==> src/rtl/cla_serial_adder.sv <==
// ---------------------------------------------------------------------------
// cla_serial_adder
//   Multi-cycle carry-lookahead adder. Two WIDTH-bit operands are summed
//   CHUNK bits per clock. Each chunk uses per-bit terms p=a|b, g=a&b and
//   s=a^b^c. A flattened CHUNK-wide lookahead unit produces the carries.
//   A carry register links successive chunks. A second lookahead evaluation,
//   seeded with 0, runs alongside and yields the group generate term.
//
//   Handshake: start is sampled only in IDLE. When it is accepted, a, b and
//   cin are captured. busy is high while chunks are processed. done pulses
//   for one cycle when sum/cout/ovf/gp/gg are valid. The outputs hold their
//   values until the RUN phase of the next accepted add.
//
// Ports
//   clk        in   1      rising-edge clock
//   rst        in   1      synchronous, active-high reset
//   start      in   1      add request (sampled in IDLE only)
//   a, b       in   WIDTH  operands, captured with start
//   cin        in   1      carry-in, captured with start
//   busy       out  1      high while in RUN
//   done       out  1      one-cycle result-valid pulse
//   sum        out  WIDTH  result (mod 2^WIDTH)
//   cout       out  1      carry out of bit WIDTH-1
//   ovf        out  1      signed overflow (carry into MSB ^ carry out)
//   gp         out  1      AND of all p[i]
//   gg         out  1      carry-out with cin forced to 0
//   state_dbg  out  2      current FSM state (0 IDLE, 1 RUN, 2 DONE)
// ---------------------------------------------------------------------------
module cla_serial_adder #(
  parameter int WIDTH = 16,
  parameter int CHUNK = 4
) (
  input  logic             clk,
  input  logic             rst,
  input  logic             start,
  input  logic [WIDTH-1:0] a,
  input  logic [WIDTH-1:0] b,
  input  logic             cin,
  output logic             busy,
  output logic             done,
  output logic [WIDTH-1:0] sum,
  output logic             cout,
  output logic             ovf,
  output logic             gp,
  output logic             gg,
  output logic [1:0]       state_dbg
);

  localparam int N     = WIDTH / CHUNK;
  localparam int IDX_W = (N > 1) ? $clog2(N) : 1;

  typedef enum logic [1:0] {
    S_IDLE = 2'd0,
    S_RUN  = 2'd1,
    S_DONE = 2'd2
  } state_t;

  // Flattened lookahead: each carry is a sum of products. Every product
  // is a generate bit ANDed with the propagates above it, or the chunk
  // carry-in ANDed with all propagates below the carry. No carry depends
  // on another computed carry.
  function automatic logic [CHUNK:0] cla_carries(
    input logic [CHUNK-1:0] p,
    input logic [CHUNK-1:0] g,
    input logic             c0
  );
    logic [CHUNK:0] c;
    logic           cv;
    logic           term;
    c    = '0;
    c[0] = c0;
    for (int j = 0; j < CHUNK; j++) begin
      cv = g[j];
      for (int i = 0; i < j; i++) begin
        term = g[i];
        for (int k = i + 1; k <= j; k++) term = term & p[k];
        cv = cv | term;
      end
      term = c0;
      for (int k = 0; k <= j; k++) term = term & p[k];
      c[j+1] = cv | term;
    end
    return c;
  endfunction

  state_t               state_q, state_d;
  logic [WIDTH-1:0]     a_q, a_d;
  logic [WIDTH-1:0]     b_q, b_d;
  logic                 carry_q, carry_d;
  logic                 gg_carry_q, gg_carry_d;
  logic                 gp_acc_q, gp_acc_d;
  logic [IDX_W-1:0]     idx_q, idx_d;
  logic [WIDTH-1:0]     sum_q, sum_d;
  logic                 cout_q, cout_d;
  logic                 ovf_q, ovf_d;
  logic                 gp_q, gp_d;
  logic                 gg_q, gg_d;
  logic                 busy_q, busy_d;
  logic                 done_q, done_d;

  // The operand registers shift right by CHUNK on every RUN edge, so the
  // active chunk is always in the low bits. The sum fills from the top.
  // After N edges, chunk 0 reaches the bottom of sum.
  logic [CHUNK-1:0]     p_c, g_c, s_c;
  logic [CHUNK:0]       c_c, cg_c;
  logic                 last_c;

  always_comb begin
    p_c    = a_q[CHUNK-1:0] | b_q[CHUNK-1:0];
    g_c    = a_q[CHUNK-1:0] & b_q[CHUNK-1:0];
    c_c    = cla_carries(p_c, g_c, carry_q);
    cg_c   = cla_carries(p_c, g_c, gg_carry_q);
    s_c    = a_q[CHUNK-1:0] ^ b_q[CHUNK-1:0] ^ c_c[CHUNK-1:0];
    last_c = (idx_q == IDX_W'(N - 1));

    state_d    = state_q;
    a_d        = a_q;
    b_d        = b_q;
    carry_d    = carry_q;
    gg_carry_d = gg_carry_q;
    gp_acc_d   = gp_acc_q;
    idx_d      = idx_q;
    sum_d      = sum_q;
    cout_d     = cout_q;
    ovf_d      = ovf_q;
    gp_d       = gp_q;
    gg_d       = gg_q;
    busy_d     = busy_q;
    done_d     = 1'b0;

    case (state_q)
      S_IDLE: begin
        if (start) begin
          a_d        = a;
          b_d        = b;
          carry_d    = cin;
          gg_carry_d = 1'b0;
          gp_acc_d   = 1'b1;
          idx_d      = '0;
          busy_d     = 1'b1;
          state_d    = S_RUN;
        end
      end
      S_RUN: begin
        a_d        = a_q >> CHUNK;
        b_d        = b_q >> CHUNK;
        sum_d      = (sum_q >> CHUNK) | (WIDTH'(s_c) << (WIDTH - CHUNK));
        carry_d    = c_c[CHUNK];
        gg_carry_d = cg_c[CHUNK];
        gp_acc_d   = gp_acc_q & (&p_c);
        idx_d      = idx_q + IDX_W'(1);
        if (last_c) begin
          cout_d  = c_c[CHUNK];
          ovf_d   = c_c[CHUNK-1] ^ c_c[CHUNK];
          gp_d    = gp_acc_q & (&p_c);
          gg_d    = cg_c[CHUNK];
          busy_d  = 1'b0;
          done_d  = 1'b1;
          state_d = S_DONE;
        end
      end
      S_DONE: begin
        // start is deliberately ignored here.
        state_d = S_IDLE;
      end
      default: begin
        busy_d  = 1'b0;
        state_d = S_IDLE;
      end
    endcase
  end

  always_ff @(posedge clk) begin
    if (rst) begin
      state_q    <= S_IDLE;
      a_q        <= '0;
      b_q        <= '0;
      carry_q    <= 1'b0;
      gg_carry_q <= 1'b0;
      gp_acc_q   <= 1'b0;
      idx_q      <= '0;
      sum_q      <= '0;
      cout_q     <= 1'b0;
      ovf_q      <= 1'b0;
      gp_q       <= 1'b0;
      gg_q       <= 1'b0;
      busy_q     <= 1'b0;
      done_q     <= 1'b0;
    end else begin
      state_q    <= state_d;
      a_q        <= a_d;
      b_q        <= b_d;
      carry_q    <= carry_d;
      gg_carry_q <= gg_carry_d;
      gp_acc_q   <= gp_acc_d;
      idx_q      <= idx_d;
      sum_q      <= sum_d;
      cout_q     <= cout_d;
      ovf_q      <= ovf_d;
      gp_q       <= gp_d;
      gg_q       <= gg_d;
      busy_q     <= busy_d;
      done_q     <= done_d;
    end
  end

  assign busy      = busy_q;
  assign done      = done_q;
  assign sum       = sum_q;
  assign cout      = cout_q;
  assign ovf       = ovf_q;
  assign gp        = gp_q;
  assign gg        = gg_q;
  assign state_dbg = state_q;

endmodule

==> config.mk <==
export PLATFORM = sky130hd
export DESIGN_NAME = cla_serial_adder
export DESIGN_NICKNAME = d
export VERILOG_FILES = /design/src/rtl/cla_serial_adder.sv
export SDC_FILE = /design/constraint.sdc
export NUM_CORES = 1
export LEC_CHECK = 0
export ABC_AREA = 1
export CORE_ASPECT_RATIO = 0.6
export CORE_MARGIN = 2
export CORE_UTILIZATION = 45
export DETAILED_ROUTE_END_ITERATION = 6
export PLACE_DENSITY = 0.83
export SETUP_SLACK_MARGIN = 0.4
export SLEW_MARGIN = 5
export SYNTH_ARGS = -nofsm -noshare
export SYNTH_HDL_FRONTEND = slang
export SYNTH_SLANG_ARGS = --single-unit
==> constraint.sdc <==
create_clock -name clk -period 3.25 [get_ports clk]
set_input_delay 0.325 -clock clk [delete_from_list [all_inputs] [get_ports clk]]
set_output_delay 0.325 -clock clk [all_outputs]
set_load 0.01 [all_outputs]
; ---- Yosys cells after proc, flatten, opt, wreduce, memory -nomap -nowiden
; Cells that the tools add are included.
[word_totals]
input_bits = 36
reg_bits = 61
out_inout_bits = 24
wordCells = 80
[classes]
n_reduce_logical = 8
muxes = 18
n_addsub = 1
n_eq_ne = 5
n_bitwise = 34
[ops]
columns = op, n
row1 = case mux 16 bit (2 select lines), 2
row2 = 2-to-1 mux 16 bit, 2
row3 = OR 12 x 16 -> 16 bit, 1
row4 = bitwise AND 1 bit, 15
row5 = OR 1 bit, 11
row6 = case mux 2 bit (2 select lines), 2
row7 = bitwise XOR 4 bit, 2
row8 = 2-to-1 mux 2 bit, 3
row9 = case mux 1 bit (2 select lines), 3
row10 = AND reduction 2 bit, 3
row11 = 2-to-1 mux 1 bit, 5
row12 = bitwise AND 4 bit, 1
row13 = "equality test 2 bit, second input constant", 2
row14 = "inequality test 2 bit, second input constant", 2
row15 = OR 4 bit, 1
row16 = AND reduction 4 bit, 1
row17 = case mux 1 bit (3 select lines), 1
row18 = AND reduction 3 bit, 1
row19 = "adder 2 x 1 -> 2 bit, second input constant", 1
row20 = "equality test 2 x 1 -> 1 bit, second input constant", 1
row21 = zero test 2 bit, 1
row22 = NOT 1 bit, 2
row23 = nonzero test 2 bit, 1
row24 = OR reduction 2 bit, 1
row25 = bitwise XOR 1 bit, 1

; ---- Longest topological paths before layout
; Gate-level depths: netlist of run 1.
[logic_depth]
word_depth = 9
depth_mapped = 10
ltp_nobuf = 10

; ---- Worst setup path before layout of run 1
; OpenSTA, ideal clock, no wires.
[synth_path]
path_type = reg-to-reg
startpoint = reg state_q[0] (netlist: state_dbg[0])
endpoint = reg gg_q (netlist: gg)
required_ns = 3.136
path_slack_ns = 1.932
arrival_time_ns = 1.205
stages_incl_launch_ff = 9
setup_time_ns = 0.114
cell_sequence = dfxtp_1 -> inv_2 -> nor2_4 -> inv_2 -> buf_4 -> nor2_4 -> inv_1 -> o21bai_1 -> inv_1
[synth_via]
elab_chain_len = 2
[synth_lines]
columns = item, line_no
row1 = from (decl), 86  ; state_t state_q, state_d;
row2 = from (signal assigned), 190  ; state_q <= state_d;
row3 = equality test 2 x 1 -> 1 bit, 131  ; case (state_q)
row4 = AND reduction 2 bit (no source line), n/a
row5 = to (signal assigned), 201  ; gg_q <= gg_d;
row6 = to (decl), 97  ; logic gg_q, gg_d;
; No other way between the ends.
; A chain may end at the register's enable or synchronous reset.

; ---- Worst setup path after layout of run 1
[layout_path]
startpoint = reg state_q[1] (netlist: state_dbg[1])
endpoint = reg a_q[0]
[layout_via]
elab_chain_len = 3
word_cells_on_any_way = 6
classes_between = eq/ne: 2 / mux: 1 / reduce/logical: 3
[layout_lines]
columns = item, line_no
row1 = equality test 2 x 1 -> 1 bit or zero test 2 bit (tied branches), 131
row2 = nonzero test 2 bit (no source line) or inequality test 2 bit (tied branches), n/a
row3 = AND reduction 2 bit (no source line), n/a
row4 = to (signal assigned), 176  ; a_q <= '0;
row5 = to (signal assigned), 191  ; a_q <= a_d;
row6 = to (decl), 87  ; logic [WIDTH-1:0] a_q, a_d;
; Several ways; a longest one is shown, not always the timed one.

==> impl_metrics.json, run 1 <==
{
  "root_buffer": "clkbuf_8",
  "numCtsBuffers": 9,
  "rrSetupSlack_ns": 1.43,
  "synth_cell_type_count": 25,
  "holdPathEnd": "b_q[9]$_SDFFE_PP0P_",
  "reg2reg_from": "state_dbg[1]$_SDFFE_PP0P_",
  "pwr-share-clk": 0.363,
  "cts_tree": "done",
  "grt_overflow_total": 0,
  "placed_area_mm2": 0.00329,
  "slew_violations": 0,
  "yosysTopAreaCell": "dfxtp_1",
  "htreeDepth": 3,
  "synth_area_mm2": 0.00271,
  "post_cts_buffers": 0,
  "ys.flop_type": "dfxtp_1",
  "path_cells": "inv_1, nand2_1, nand2_2, inv_2, nor2_1, o21ai_1, a21oi_1",
  "switching_share": 0.268,
  "min_from": "b_q[9]$_SDFFE_PP0P_",
  "hold_viol": 0,
  "rsz0062_at_grt": "false",
  "die_y_um": 64.1,
  "switching_power_uw": 484,
  "cp-start-kind": "register",
  "dieArea_mm2": 0.00667,
  "dp_hpwl_mm": 4.26,
  "syn_avg_cell_area_um2": 7.35,
  "cpPeakStageDelay_ns": 0.63,
  "via_per_inst": 4.94,
  "synth.yosys.seq_area_share": 0.451,
  "cp.arrival_ns": 2.02,
  "end_kind": "register",
  "fin_tns_setup_ns": 0,
  "vdd_drop_max_v": 0.000213,
  "fin_area_mm2": 0.00349,
  "fillers": 511,
  "fin_crit_sh": 0.561,
  "holdPathStages": 2,
  "cts_hold_buf": 0,
  "clkSinkCount": 61,
  "power_density_mw_per_mm2": 517,
  "drcViolationCount": 0,
  "p_int_mw": 1.32,
  "synthArstFlopShare": 0,
  "ant_nets": 0,
  "nets": 466,
  "clockBufferDepth": 2,
  "worst_pin_slew_ns": 0.859,
  "yosysWarnings": 0,
  "rows": 21,
  "antenna_found_initial": 0,
  "max_slew_margin": 0.426,
  "syn-num-nets": 414,
  "area_growth_pct": 28.9,
  "synthTopCellsByCount": "81 x nor2_1, 61 x dfxtp_1, 50 x nand2_1",
  "first_pass_iters": 4,
  "io_pins": 60,
  "timing.fmax_ghz": 0.549,
  "diodes": 0,
  "rr_worst_depth": 7,
  "dr.first_iter.drc_count": 120,
  "synth.most_common_cell": "nor2_1",
  "routed_wl_mm": 6.28,
  "holdCritPathClass": "reg2reg",
  "start_util": 0.477,
  "clkTransAtPathRegs_ns": 0.07,
  "pwr-share-seq": 0.468,
  "gp_congestion": 0.847,
  "wl_per_cell_um": 12.4,
  "grt_pass1_wl_mm": 10.8,
  "worstPathMaxFanout": 58,
  "grt_max_degree": 59,
  "synthTopCellsByArea": "dfxtp_1 45%, nor2_1 11%, a21oi_1 7.8%",
  "pwr-share-comb": 0.169,
  "status": "complete, no violations",
  "required_ns": 3.45,
  "r2r-end": "a_q[0]$_SDFFE_PP0P_",
  "clk_latency_ns": 0.33,
  "port_buffers": 59,
  "grt_usage": 0.204,
  "maxCapViolations": 0,
  "synth-seq-cells": 61,
  "netlist_instances": 368,
  "grt_pass1_vias": 2331,
  "cts_resized": 0,
  "core_area_mm2": 0.00568,
  "period_minus_slack_ns": 1.82,
  "synth_top_area_share": 0.451,
  "setup_viol": 0,
  "finalClockSkew_ns": 0.00976,
  "synth-edff-count": 0,
  "die_w_um": 104,
  "critPathKind": "reg2reg",
  "p_leak_nw": 1.42,
  "drive_gt1_frac": 0.0541,
  "dr_total_vias": 2496,
  "crit_slowest_cell": "inv_2"
}
layer usage:
layer / track usage / up-vias / wire (µm)
met3: 0.0714 / 2 / 385
met2: 0.313 / 63 / 2730
met5: 0 / - / 0
met4: 0.0524 / 0 / 19
met1: 0.277 / 1129 / 3150
li1: - / 1302 / -
worst max-delay path, delay by kind of cell (launching register included):
| kind | cells | cell delay (ns) |
|---|---|---|
| DFF | 1 | 0.44 |
| and+or+nand+nor | 3 | 0.33 |
| buffers and inverters | 2 | 0.69 |
| AOI/OAI and AO/OA | 2 | 0.21 |
through the flow:
stage / cells / util / total power, mW / setup slack, ns / hold slack (ns)
after floorplan: 368 / - / 1.04 / 1.93 / 0.429
after global routing: 505 / 0.614 / 1.90 / 1.21 / 0.480
final: 505 / 0.614 / 1.80 / 1.43 / 0.464
after CTS: 505 / 0.614 / 1.81 / 1.46 / 0.464
after global placement: 489 / 0.580 / 1.15 / 1.27 / 0.449
after detailed placement: 489 / 0.580 / 1.16 / 1.24 / 0.455
final cells by class:
| cell class | count | area [µm²] | area share |
|---|---|---|---|
| Timing Repair Buffer | 62 | 613 | 0.176 |
| Clock inverter | 4 | 47.5 | 0.0136 |
| Inverter | 27 | 101 | 0.0291 |
| Sequential cell | 61 | 1220 | 0.350 |
| Multi-Input combinational cell | 259 | 1260 | 0.361 |
| Tap cell | 80 | 100 | 0.0287 |
| Clock buffer | 12 | 145 | 0.0416 |
worst max-delay path by stage:
stage | startpoint | cells past startpoint | end | slack (ns)
2_1_floorplan | state_dbg[0]$_SDFFE_PP0P_ | 8 | gg$_SDFFE_PP0P_ | 1.93
3_3_place_gp | start | 7 | a_q[0]$_SDFFE_PP0P_ | 1.27
3_5_place_dp | start | 7 | b_q[6]$_SDFFE_PP0P_ | 1.24
4_1_cts | state_dbg[1]$_SDFFE_PP0P_ | 7 | b_q[6]$_SDFFE_PP0P_ | 1.46
5_1_grt | state_dbg[1]$_SDFFE_PP0P_ | 6 | a_q[3]$_SDFFE_PP0P_ | 1.21
6_report | state_dbg[1]$_SDFFE_PP0P_ | 7 | a_q[0]$_SDFFE_PP0P_ | 1.43
cells in the final DEF (no fill, tap or decap):
cell type,count
a21oi_1,42
buf_4,3
bufinv_16,1
clkbuf_1,2
clkbuf_8,10
clkdlybuf4s50_1,59
clkinv_1,1
clkinv_2,2
clkinvlp_4,1
dfxtp_1,61
fa_1,1
ha_1,9
inv_1,23
inv_2,3
nand2_1,50
nand2_2,1
nand3_1,14
nand4_1,4
nor2_1,81
nor2_4,2
nor3_1,1
o2111ai_1,2
o211ai_1,1
o21a_1,1
o21ai_0,22
o21ai_1,24
o21bai_1,2
xnor2_1,2
sequential cells by signal, indices dropped and copies added, names as in the netlist, 2 cells and up:
register   cells
a_q           16
idx_q          2
b_q           16
state_dbg      2
sum           16
power groups by stage:
stage               registers (mW)  logic [mW]  clock network [mW]
global placement             0.857       0.295                   0
finish                       0.844       0.304               0.656
global route                 0.851       0.346               0.706
detailed placement           0.860       0.302                   0
floorplan                    0.859       0.185                   0
CTS                          0.844       0.305               0.665
cells by family (layout without fill, tap and decap cells):
group,count (synthesis),in the layout,share of synthesized area
simple gates,153,153,0.229
compound gates,94,94,0.180
flops,61,61,0.451
buf+inv,48,105,0.0833
fa+ha+maj,10,10,0.0490
xor+xnor,2,2,0.00648
No activity file was read; power rests on OpenSTA's default activity.
==> run 2: changes to the inputs <==
--- a/config.mk
+++ b/config.mk
@@ -10,7 +10,7 @@
 export CORE_MARGIN = 2
 export CORE_UTILIZATION = 45
 export DETAILED_ROUTE_END_ITERATION = 6
-export PLACE_DENSITY = 0.83
+export PLACE_DENSITY = 0.86
 export SETUP_SLACK_MARGIN = 0.4
 export SLEW_MARGIN = 5
 export SYNTH_ARGS = -nofsm -noshare
==> constraint.sdc (replaced) <==
create_clock -name clk -period 1.5 [get_ports clk]
set_input_delay 0.15 -clock clk [delete_from_list [all_inputs] [get_ports clk]]
set_output_delay 0.15 -clock clk [all_outputs]
set_load 0.01 [all_outputs]
==> run 2 against run 1 <==
  * The run now ends with negative setup slack left
  * Cell area rose by 45%
  * Combinational power rose to 4.9 times the previous value
  * Flip-flop and latch count stayed put
  * First-iteration DRC count increased to 3.9 times the previous value
  * Count of clock-buffer cells in the layout is 2 lower
  * Cell count increased by 11%
  * Critical path type unchanged
  * Critical endpoint is now b_q[5]$_SDFFE_PP0P_
  * Largest cell class unchanged
  * Largest power group unchanged
==> impl_metrics.json, run 2 (synthesis gave the netlist of run 1 again) <==
{
  "status": "finished with violations",
  "violations": "negative setup slack",
  "startpoint": "state_dbg[0]$_SDFFE_PP0P_",
  "worstPathMaxFanout": 8,
  "min_from": "b[15]",
  "critPathKind": "reg2reg",
  "dp_hpwl_mm": 4.59,
  "diodes": 0,
  "cpPeakStageDelay_ns": 0.39,
  "rows": 21,
  "clk_latency_ns": 0.37,
  "area_growth_pct": 86.3,
  "fillers": 215,
  "path_cells": "inv_8, nor2_4, inv_4, nand2_8, clkinv_8, buf_16, nor2_2, o21ai_1, a21oi_1",
  "setup_slack_ns": -0.108,
  "final_cell_mix": "41 x nor2_1, 38 x dfxtp_1, 35 x clkdlybuf4s50_1",
  "crit_slowest_cell": "dfxtp_4",
  "die_y_um": 64.1,
  "finalClockSkew_ns": 0.0119,
  "cts_hold_buf": 0,
  "cpLargestDelayFamily": "buffers and inverters",
  "seq_area_mm2": 0.00129,
  "first_pass_iters": 5,
  "drcViolationCount": 0,
  "antenna_found_initial": 0,
  "hold_viol": 0,
  "period_minus_slack_ns": 1.61,
  "dr.first_iter.drc_count": 472,
  "start_util": 0.477,
  "clkSinkCount": 61,
  "grt_pass1_vias": 3197,
  "fin_crit_sh": 1.07,
  "vdd_drop_max_v": 0.000786,
  "io_pins": 60,
  "root_buffer": "clkbuf_8",
  "mostFrequentLayoutCell": "nor2_1",
  "end_kind": "register",
  "dieArea_mm2": 0.00667,
  "port_buffers": 59,
  "numCtsBuffers": 9,
  "p_leak_nw": 2.07,
  "htreeDepth": 3,
  "grt_max_degree": 40,
  "holdCritPathClass": "in2reg",
  "gp_congestion": 0.835,
  "placed_area_mm2": 0.00347,
  "grt_overflow_total": 0,
  "place_ws_ns": 0.0315,
  "dr_total_vias": 3586,
  "cts_tree": "done",
  "die_w_um": 104,
  "grt_usage": 0.338,
  "max_slew_margin": 0.741,
  "path_buf_inv": 4,
  "p_total_mw": 5.09,
  "wl_per_cell_um": 25.6,
  "worst_pin_slew_ns": 0.388,
  "maxCapViolations": 0,
  "grt_pass1_wl_mm": 17.1,
  "rsz0062_at_grt": "true",
  "cp.arrival_ns": 1.89,
  "clockBufferDepth": 2,
  "core_area_mm2": 0.00568,
  "multi_input_area_mm2": 0.00193,
  "cp-start-kind": "register",
  "required_ns": 1.79,
  "ant_nets": 0,
  "timing.fmax_ghz": 0.622,
  "power_density_mw_per_mm2": 1010,
  "slew_violations": 0,
  "reg2reg_from": "state_dbg[0]$_SDFFE_PP0P_",
  "fin_util": 0.888,
  "drive_gt1_frac": 0.538,
  "nets": 522,
  "clkTransAtPathRegs_ns": 0.07,
  "routed_wl_mm": 14.4,
  "setup_viol": 21,
  "via_per_inst": 6.39,
  "fin_area_mm2": 0.00504
}
## run 2: cell count changes in the layout (fill, tap and decap cells not counted), moves of 22 or more
| cell | delta |
|---|---|
| dfxtp_1 | -23 |
| buf_4 | +22 |
| clkdlybuf4s50_1 | -24 |
| nand2_1 | -26 |
| nor2_1 | -40 |
| nor2_4 | +26 |
| a21oi_1 | -22 |
## run 2: cell type report
cell class	count	area share
clock inverter	6	0.0174
clock buffer	10	0.0253
sequential	61	0.257
inverter	27	0.0303
timing repair buffer	117	0.266
multi-input combinational	259	0.383
timing repair inverter	1	0.00149
tap	80	0.0199
## run 2: path summary, 6_finish.rpt
check	slack, ns	endpoint	depth (start not counted)
max	-0.11	b_q[5]$_SDFFE_PP0P_	9
min	0.38	b_q[15]$_SDFFE_PP0P_	3
max reg2reg	-0.11	b_q[5]$_SDFFE_PP0P_	9
min reg2reg	0.50	a_q[14]$_SDFFE_PP0P_	2
## run 2: layer usage
metal  wire length (µm)  track usage  vias up
met2               6090        0.558      391
li1                   -            -     1425
met1               5100        0.388     1637
met4               1240        0.186        0
met3               1930        0.120      133
met5                  0            0        -
## run 2: power by group
| group | internal [mW] | switching, mW |
|---|---|---|
| clock network | 0.932 | 0.767 |
| logic | 0.711 | 0.791 |
| registers | 1.74 | 0.144 |
## run 2: what timing repair did
item / CTS / global route
buffers inserted: 13 / 24
pin swaps: 41 / 35
gates cloned: 10 / 2
endpoints found under the setup margin: 85 / 85
resized for setup: 162 / 169
## run 2: worst register-to-register path: stages, from the launching register on
cell	delay, ns
dfxtp_4	0.39
inv_8	0.04
nor2_4	0.19
inv_4	0.10
nand2_8	0.11
clkinv_8	0.12
buf_16	0.17
nor2_2	0.11
o21ai_1	0.12
a21oi_1	0.18
## run 2: through the flow
stage / TNS (ns) / hold WS (ns) / std cells
floorplan: 0 / 0.318 / 368
global placement: 0 / 0.447 / 496
detailed placement: 0 / 0.453 / 496
CTS: 0 / 0.365 / 535
global route: -2.07 / 0.396 / 561
finish: -0.817 / 0.378 / 561
